<file path="src/rtl/mmc1_pkg.sv">
// Shared constants and types for the MMC1 configuration sequencer.
package mmc1_pkg;

  localparam logic [1:0] MMC1_REG_CTRL = 2'b00;
  localparam logic [1:0] MMC1_REG_CHR0 = 2'b01;
  localparam logic [1:0] MMC1_REG_CHR1 = 2'b10;
  localparam logic [1:0] MMC1_REG_PRG  = 2'b11;

  localparam int MMC1_LOAD_BITS = 5;

  typedef enum logic [1:0] {
    ST_IDLE       = 2'd0,
    ST_WAIT_ALIGN = 2'd1,
    ST_WRITE      = 2'd2,
    ST_GAP        = 2'd3
  } seq_state_t;

  // Bits needed to hold values 0..n-1, never less than one.
  function automatic int cnt_width(input int n);
    return (n <= 2) ? 1 : $clog2(n);
  endfunction

endpackage

</file>
<file path="src/rtl/mmc1_m2_phase_gen.sv">
// Free-running phase counter producing the CPU M2 clock and per-period strobes.
module mmc1_m2_phase_gen
  import mmc1_pkg::*;
#(
  parameter int M2_LOW_CYC  = 2,
  parameter int M2_HIGH_CYC = 2,
  parameter int PH_W        = cnt_width(M2_LOW_CYC + M2_HIGH_CYC)
) (
  input  logic            CLK,
  input  logic            nRST,
  output logic [PH_W-1:0] o_ph,
  output logic            o_m2,
  output logic            o_m2_rise,
  output logic            o_period_end
);

  localparam logic [PH_W-1:0] PH_LAST = PH_W'(M2_LOW_CYC + M2_HIGH_CYC - 1);
  localparam logic [PH_W-1:0] PH_HIGH = PH_W'(M2_LOW_CYC);
  localparam logic [PH_W-1:0] PH_PRE  = PH_W'(M2_LOW_CYC - 1);

  logic [PH_W-1:0] r_ph;
  logic            r_m2;
  logic [PH_W-1:0] w_ph_next;

  // Strobes describe the edge about to happen, so consumers react in step with M2.
  assign o_period_end = (r_ph == PH_LAST);
  assign o_m2_rise    = (r_ph == PH_PRE);
  assign w_ph_next    = o_period_end ? '0 : r_ph + 1'b1;
  assign o_ph         = r_ph;
  assign o_m2         = r_m2;

  always_ff @(posedge CLK or negedge nRST) begin
    if (!nRST) begin
      r_ph <= '0;
      r_m2 <= 1'b0;
    end else begin
      r_ph <= w_ph_next;
      r_m2 <= (w_ph_next >= PH_HIGH);
    end
  end

endmodule

</file>
<file path="src/rtl/mmc1_cfg_sequencer.sv">
// Turns a (register, 5-bit value) or reset request into MMC1 serial CPU write cycles.
//   state       | meaning
//   ST_IDLE     | bus idle, req_ready high once the previous done has retired
//   ST_WAIT_ALIGN | request latched, waiting for the next M2 period start
//   ST_WRITE    | one M2 period with nCPU_RW low, ROMSEL low in the late high phase
//   ST_GAP      | one idle M2 period between serial bits
module mmc1_cfg_sequencer
  import mmc1_pkg::*;
#(
  parameter int M2_LOW_CYC  = 2,
  parameter int M2_HIGH_CYC = 2,
  parameter int ROMSEL_DLY  = 1
) (
  input  logic       CLK,
  input  logic       nRST,
  input  logic       req_valid,
  output logic       req_ready,
  input  logic       req_rst,
  input  logic [1:0] req_reg,
  input  logic [4:0] req_data,
  output logic       done,
  output logic       busy,
  output logic       CPU_M2,
  output logic       nCPU_ROMSEL,
  output logic       nCPU_RW,
  output logic       CPU_A13,
  output logic       CPU_A14,
  output logic       CPU_D0,
  output logic       CPU_D7
);

  localparam int PH_W = cnt_width(M2_LOW_CYC + M2_HIGH_CYC);
  localparam int RS_W = cnt_width(ROMSEL_DLY + 1);
  localparam logic [RS_W-1:0] RS_LOAD  = RS_W'(ROMSEL_DLY);
  localparam logic [2:0]      LAST_BIT = 3'(MMC1_LOAD_BITS - 1);

  logic [PH_W-1:0] w_ph_unused;
  logic            w_m2_rise;
  logic            w_period_end;

  seq_state_t      r_state;
  logic            r_ready, r_busy, r_done;
  logic            r_rst_req;
  logic [1:0]      r_reg;
  logic [4:0]      r_data;
  logic [2:0]      r_bit;
  logic [RS_W-1:0] r_rs_cnt;
  logic            r_romsel, r_rw, r_a13, r_a14, r_d0, r_d7;

  mmc1_m2_phase_gen #(
    .M2_LOW_CYC  (M2_LOW_CYC),
    .M2_HIGH_CYC (M2_HIGH_CYC),
    .PH_W        (PH_W)
  ) u_phase (
    .CLK          (CLK),
    .nRST         (nRST),
    .o_ph         (w_ph_unused),
    .o_m2         (CPU_M2),
    .o_m2_rise    (w_m2_rise),
    .o_period_end (w_period_end)
  );

  assign req_ready   = r_ready;
  assign busy        = r_busy;
  assign done        = r_done;
  assign nCPU_ROMSEL = r_romsel;
  assign nCPU_RW     = r_rw;
  assign CPU_A13     = r_a13;
  assign CPU_A14     = r_a14;
  assign CPU_D0      = r_d0;
  assign CPU_D7      = r_d7;

  always_ff @(posedge CLK or negedge nRST) begin
    if (!nRST) begin
      r_state   <= ST_IDLE;
      r_ready   <= 1'b0;
      r_busy    <= 1'b0;
      r_done    <= 1'b0;
      r_rst_req <= 1'b0;
      r_reg     <= '0;
      r_data    <= '0;
      r_bit     <= '0;
      r_rs_cnt  <= '0;
      r_romsel  <= 1'b1;
      r_rw      <= 1'b1;
      r_a13     <= 1'b0;
      r_a14     <= 1'b0;
      r_d0      <= 1'b0;
      r_d7      <= 1'b0;
    end else begin
      r_done <= 1'b0;
      case (r_state)
        ST_IDLE: begin
          // r_ready stays low for one cycle after done, so busy and ready never overlap.
          if (r_ready && req_valid) begin
            r_ready   <= 1'b0;
            r_busy    <= 1'b1;
            r_rst_req <= req_rst;
            r_reg     <= req_reg;
            r_data    <= req_data;
            r_bit     <= '0;
            r_state   <= ST_WAIT_ALIGN;
          end else begin
            r_ready <= 1'b1;
            r_busy  <= 1'b0;
          end
        end
        ST_WAIT_ALIGN: begin
          if (w_period_end) begin
            r_state <= ST_WRITE;
            r_rw    <= 1'b0;
            if (r_rst_req) begin
              {r_a14, r_a13} <= MMC1_REG_CTRL;
              r_d0           <= 1'b0;
              r_d7           <= 1'b1;
            end else begin
              {r_a14, r_a13} <= r_reg;
              r_d0           <= r_data[0];
              r_d7           <= 1'b0;
            end
          end
        end
        ST_WRITE: begin
          if (w_period_end) begin
            r_romsel <= 1'b1;
            r_rs_cnt <= '0;
            r_rw     <= 1'b1;
            r_d0     <= 1'b0;
            r_d7     <= 1'b0;
            if (r_rst_req || r_bit == LAST_BIT) begin
              r_done  <= 1'b1;
              r_state <= ST_IDLE;
            end else begin
              r_bit   <= r_bit + 1'b1;
              r_state <= ST_GAP;
            end
          end else if (w_m2_rise) begin
            r_rs_cnt <= RS_LOAD;
          end else if (r_rs_cnt != '0) begin
            r_rs_cnt <= r_rs_cnt - 1'b1;
            if (r_rs_cnt == RS_W'(1)) r_romsel <= 1'b0;
          end
        end
        ST_GAP: begin
          if (w_period_end) begin
            r_state <= ST_WRITE;
            r_rw    <= 1'b0;
            r_d0    <= r_data[r_bit];
          end
        end
        default: r_state <= ST_IDLE;
      endcase
    end
  end

endmodule

</file>
<file path="config.mk">
export PLATFORM = sky130hd
export DESIGN_NAME = mmc1_cfg_sequencer
export DESIGN_NICKNAME = d
export VERILOG_FILES = /design/src/rtl/mmc1_pkg.sv /design/src/rtl/mmc1_m2_phase_gen.sv /design/src/rtl/mmc1_cfg_sequencer.sv
export SDC_FILE = /design/constraint.sdc
export NUM_CORES = 1
export LEC_CHECK = 0
export ABC_AREA = 1
export CAP_MARGIN = 30
export CORE_MARGIN = 1
export CORE_UTILIZATION = 45
export DETAILED_ROUTE_END_ITERATION = 10
export PLACE_DENSITY = 0.76
export SYNTH_ARGS = -nofsm -noshare
export SYNTH_HDL_FRONTEND = slang
export SYNTH_SLANG_ARGS = --single-unit
</file>
<file path="constraint.sdc">
create_clock -name CLK -period 1.2 [get_ports CLK]
set_input_delay 0.12 -clock CLK [delete_from_list [all_inputs] [get_ports CLK]]
set_output_delay 0.12 -clock CLK [all_outputs]
set_load 0.05 [all_outputs]
</file>
==> summary.txt <==
Synth
  – Yosys warns: 0
  – Sequential share of the synthesized area: 0.549
  – FF+latch count, synth: 25
  – Syn nets: 147
  – Syn Area/Cell: just under 9 sq um
  – Post-synthesis cell count: approximately 130
  – Mapped Area: 1140 sq um
  – Synth unique cells: 20

STA
  – Final Max Tran Viols: 0
  – Slew headroom: 0.827
  – RSZ-0062 raised after global routing: true
  – Period Utilization, post-route: 1.10
  – Final Critical Period: approximately 1.3 ns
  – Slew @ Worst Pin: between 0.2 and 0.3 ns
  – Maximum clock frequency: 760 MHz
  – Clock Skew: 0.00590 ns
  – Final setup TNS: -0.830 ns
  – Setup Viol. Count Final: 15
  – Final hold viol count: 0
  – Fin worst setup slack: -0.117 ns

Power
  – Leakage: between 0.0008 and 0.0009 uW
  – Power per cell area: approximately 2500 nW/um^2
  – Largest vdd supply drop: between 1.5 and 2 mV

Detailed routing
  – Post-route DRC: 0
  – Number of routed nets with antenna violations: 0
  – Vias after detailed routing: 1102
  – DR pass1 iterations: 5
  – Initial DRC count: between 50 and 60
  – WL per Instance: around 17 um
  – Vias per cell: 5.38
  – Routed WL: approximately 3400 um

Cells and area
  – Largest reg by FF count: r_data
  – Biggest regs: r_data: 5 flops, r_bit: 3 flops
  – Final non-filler cell total: roughly 210
  – Commonest non-fill, non-tap cells in the layout: nand2_1 (27), dfrtp_1 (20), buf_12 (15)
  – Largest register FFs: 5
  – Most common cell after layout, fill and taps aside: nand2_1
  – Nets: around 190
  – Area Growth Syn to Fin: 62.2%
  – Layout cells sized above 1: 0.424
  – Diodes inserted: 0
  – Fill cells: 130

Floorplan
  – Core ar.: approximately 2300 sq um
  – I/O pins: 21
  – Die width: about 52 um
  – Die H: 52.4 um
  – Die area: 2750 sq um
  – Row count: 17
  – Initial core utilization: 0.498

Clock tree
  – Clk_lat worst skew: about 0.31 ns
  – Cts bufs inserted: 3
  – Clk buf depth: 2
  – CTS tree: done
  – CTS HTree Levels: 1
  – Clock sinks: 25
  – Clock-pin slew on the worst setup and hold paths: ~0.14 ns
  – Root buf cell: clkbuf_4

Worst setup path
  – Crit path to: r_bit[0]$_DFFE_PN0P_
  – FF-to-FF Start: r_state[0]$_DFFE_PN0P_
  – Critical path class: reg2reg
  – Most used cell, CP: nand2_2
  – CP Launch Type: flop
  – Crit-path cells: buf_12 -> nor2_4 -> nand2_2 -> nand2_2 -> inv_2 -> nand2_4 -> nand2_1 -> o21ai_1
  – Worst R2R End: r_bit[0]$_DFFE_PN0P_
  – CP max stage cell: dfrtp_2
  – Critical path arrival: roughly 1.6 ns
  – CP startpoint: r_state[0]$_DFFE_PN0P_
  – Reg2Reg Setup Slack: -0.12 ns
  – CP peak stage delay: just under 0.5 ns
  – CP required: 1.45 ns
  – CP endpoint kind: flop
  – Crit Path Max Fanout: 7
  – Number of cells on the worst reg-to-reg path: 8

GRT
  – Initial antenna violation count: 0
  – Largest net degree at the start of global routing: 26
  – GRT Total Usage: 0.241
  – Gr ovfl total: 0
  – Vias in the first global route: 1070
  – Global-route wire length before repair: about 4700 um

Min path
  – Worst hold path class: in2async

Job
  – Max_cap viols: 0

Placement
  – Post-Place Cells: around 190
  – GPL Wtd Cong: between 0.8 and 0.9
  – DPL Wire Length: roughly 1800 um
  – Port Buf Inserts: 20

Status
  – Failing checks: negative setup slack
  – Status: finished with violations
## worst min-delay path by stage
stage,startpoint,end,slack [ns],cells past startpoint
final,nRST,r_rs_cnt$_DFFE_PN0P_,0.13,2
after floorplan,nRST,CPU_A13$_DFFE_PN0P_,-0.18,0
after CTS,nRST,r_reg[0]$_DFFE_PN0P_,0.15,2
after global placement,r_data[4]$_DFFE_PN0P_,r_data[4]$_DFFE_PN0P_,0.47,2
after global routing,nRST,u_phase.o_ph[0]$_DFF_PN0_,0.13,2
after detailed placement,r_data[4]$_DFFE_PN0P_,r_data[4]$_DFFE_PN0P_,0.47,2
## layer usage
metal / track usage / vias to the layer above / part of all wire
met1: 0.299 / 551 / 0.42
met3: 0.0406 / 4 / 0.041
li1: - / 502 / -
met4: 0.0746 / 0 / 0.0074
met5: 0 / - / 0
met2: 0.424 / 45 / 0.53
## Yosys cell counts
cell type | number | area [sq um]
xor2_1 | 1 | 8.76
o21ai_0 | 13 | 65.1
a31oi_1 | 1 | 6.26
o21ai_1 | 3 | 15.0
inv_1 | 18 | 67.6
ha_1 | 4 | 50.1
nor2_1 | 3 | 11.3
dfrtp_1 | 23 | 576
inv_2 | 2 | 7.51
nand3_1 | 6 | 30.0
nand2_2 | 1 | 6.26
nand2_1 | 43 | 161
buf_6 | 1 | 11.3
dfstp_2 | 2 | 52.6
nand2_4 | 1 | 11.3
a21oi_1 | 5 | 25.0
clkbuf_2 | 1 | 5.00
o211ai_1 | 1 | 7.51
nor2_4 | 2 | 22.5
nor3_1 | 1 | 5.00
## power by group
part	internal, uW	total [uW]	switching, uW
registers	1190	1460	274
clock network	130	385	255
logic	1280	2750	1470
total	2600	4600	2000
## worst max-delay path, delay by kind of cell, from the launching register on
family,cells,cell delay [ns]
AOI/OAI and AO/OA,1,0.09
buffers and inverters,2,0.20
DFF,1,0.49
and+or+nand+nor,5,0.47
## layout make-up
type,instances,area [sq um],share of cell area
Tap cell,28,35.0,0.0189
Sequential cell,25,632,0.340
Timing Repair Buffer,43,551,0.296
Clock buffer,4,26.3,0.0142
Inverter,20,85.1,0.0458
Multi-Input combinational cell,85,528,0.284
## repair_timing
action / in CTS / in global routing
pin swaps: 9 / 10
resized for setup: 15 / 34
endpoints found under the setup margin: 11 / 18
gates cloned: 1 / 0
buffers inserted: 9 / 1
hold buffers: 0 / 0
## cell families after synthesis
family / synth area share
adders and majority gates: 0.0437
AOI/OAI and AO/OA: 0.104
DFF: 0.549
buffers and inverters: 0.0798
xor gates and xnor gates: 0.00765
and+or+nand+nor: 0.216
## per-stage QoR
step	total power (uW)	hold WS [ns]	utilization	setup WS, ns	cell area [sq um]
floorplan	2510	-0.176	-	-0.133	1170
finish	4600	0.135	0.808	-0.117	1860
global route	4840	0.128	0.808	-0.166	1860
global placement	3390	0.471	0.697	-0.0376	1600
detailed placement	3480	0.474	0.697	-0.105	1600
CTS	4230	0.150	0.779	-0.0547	1790
Power figures use the tool's default switching activity.
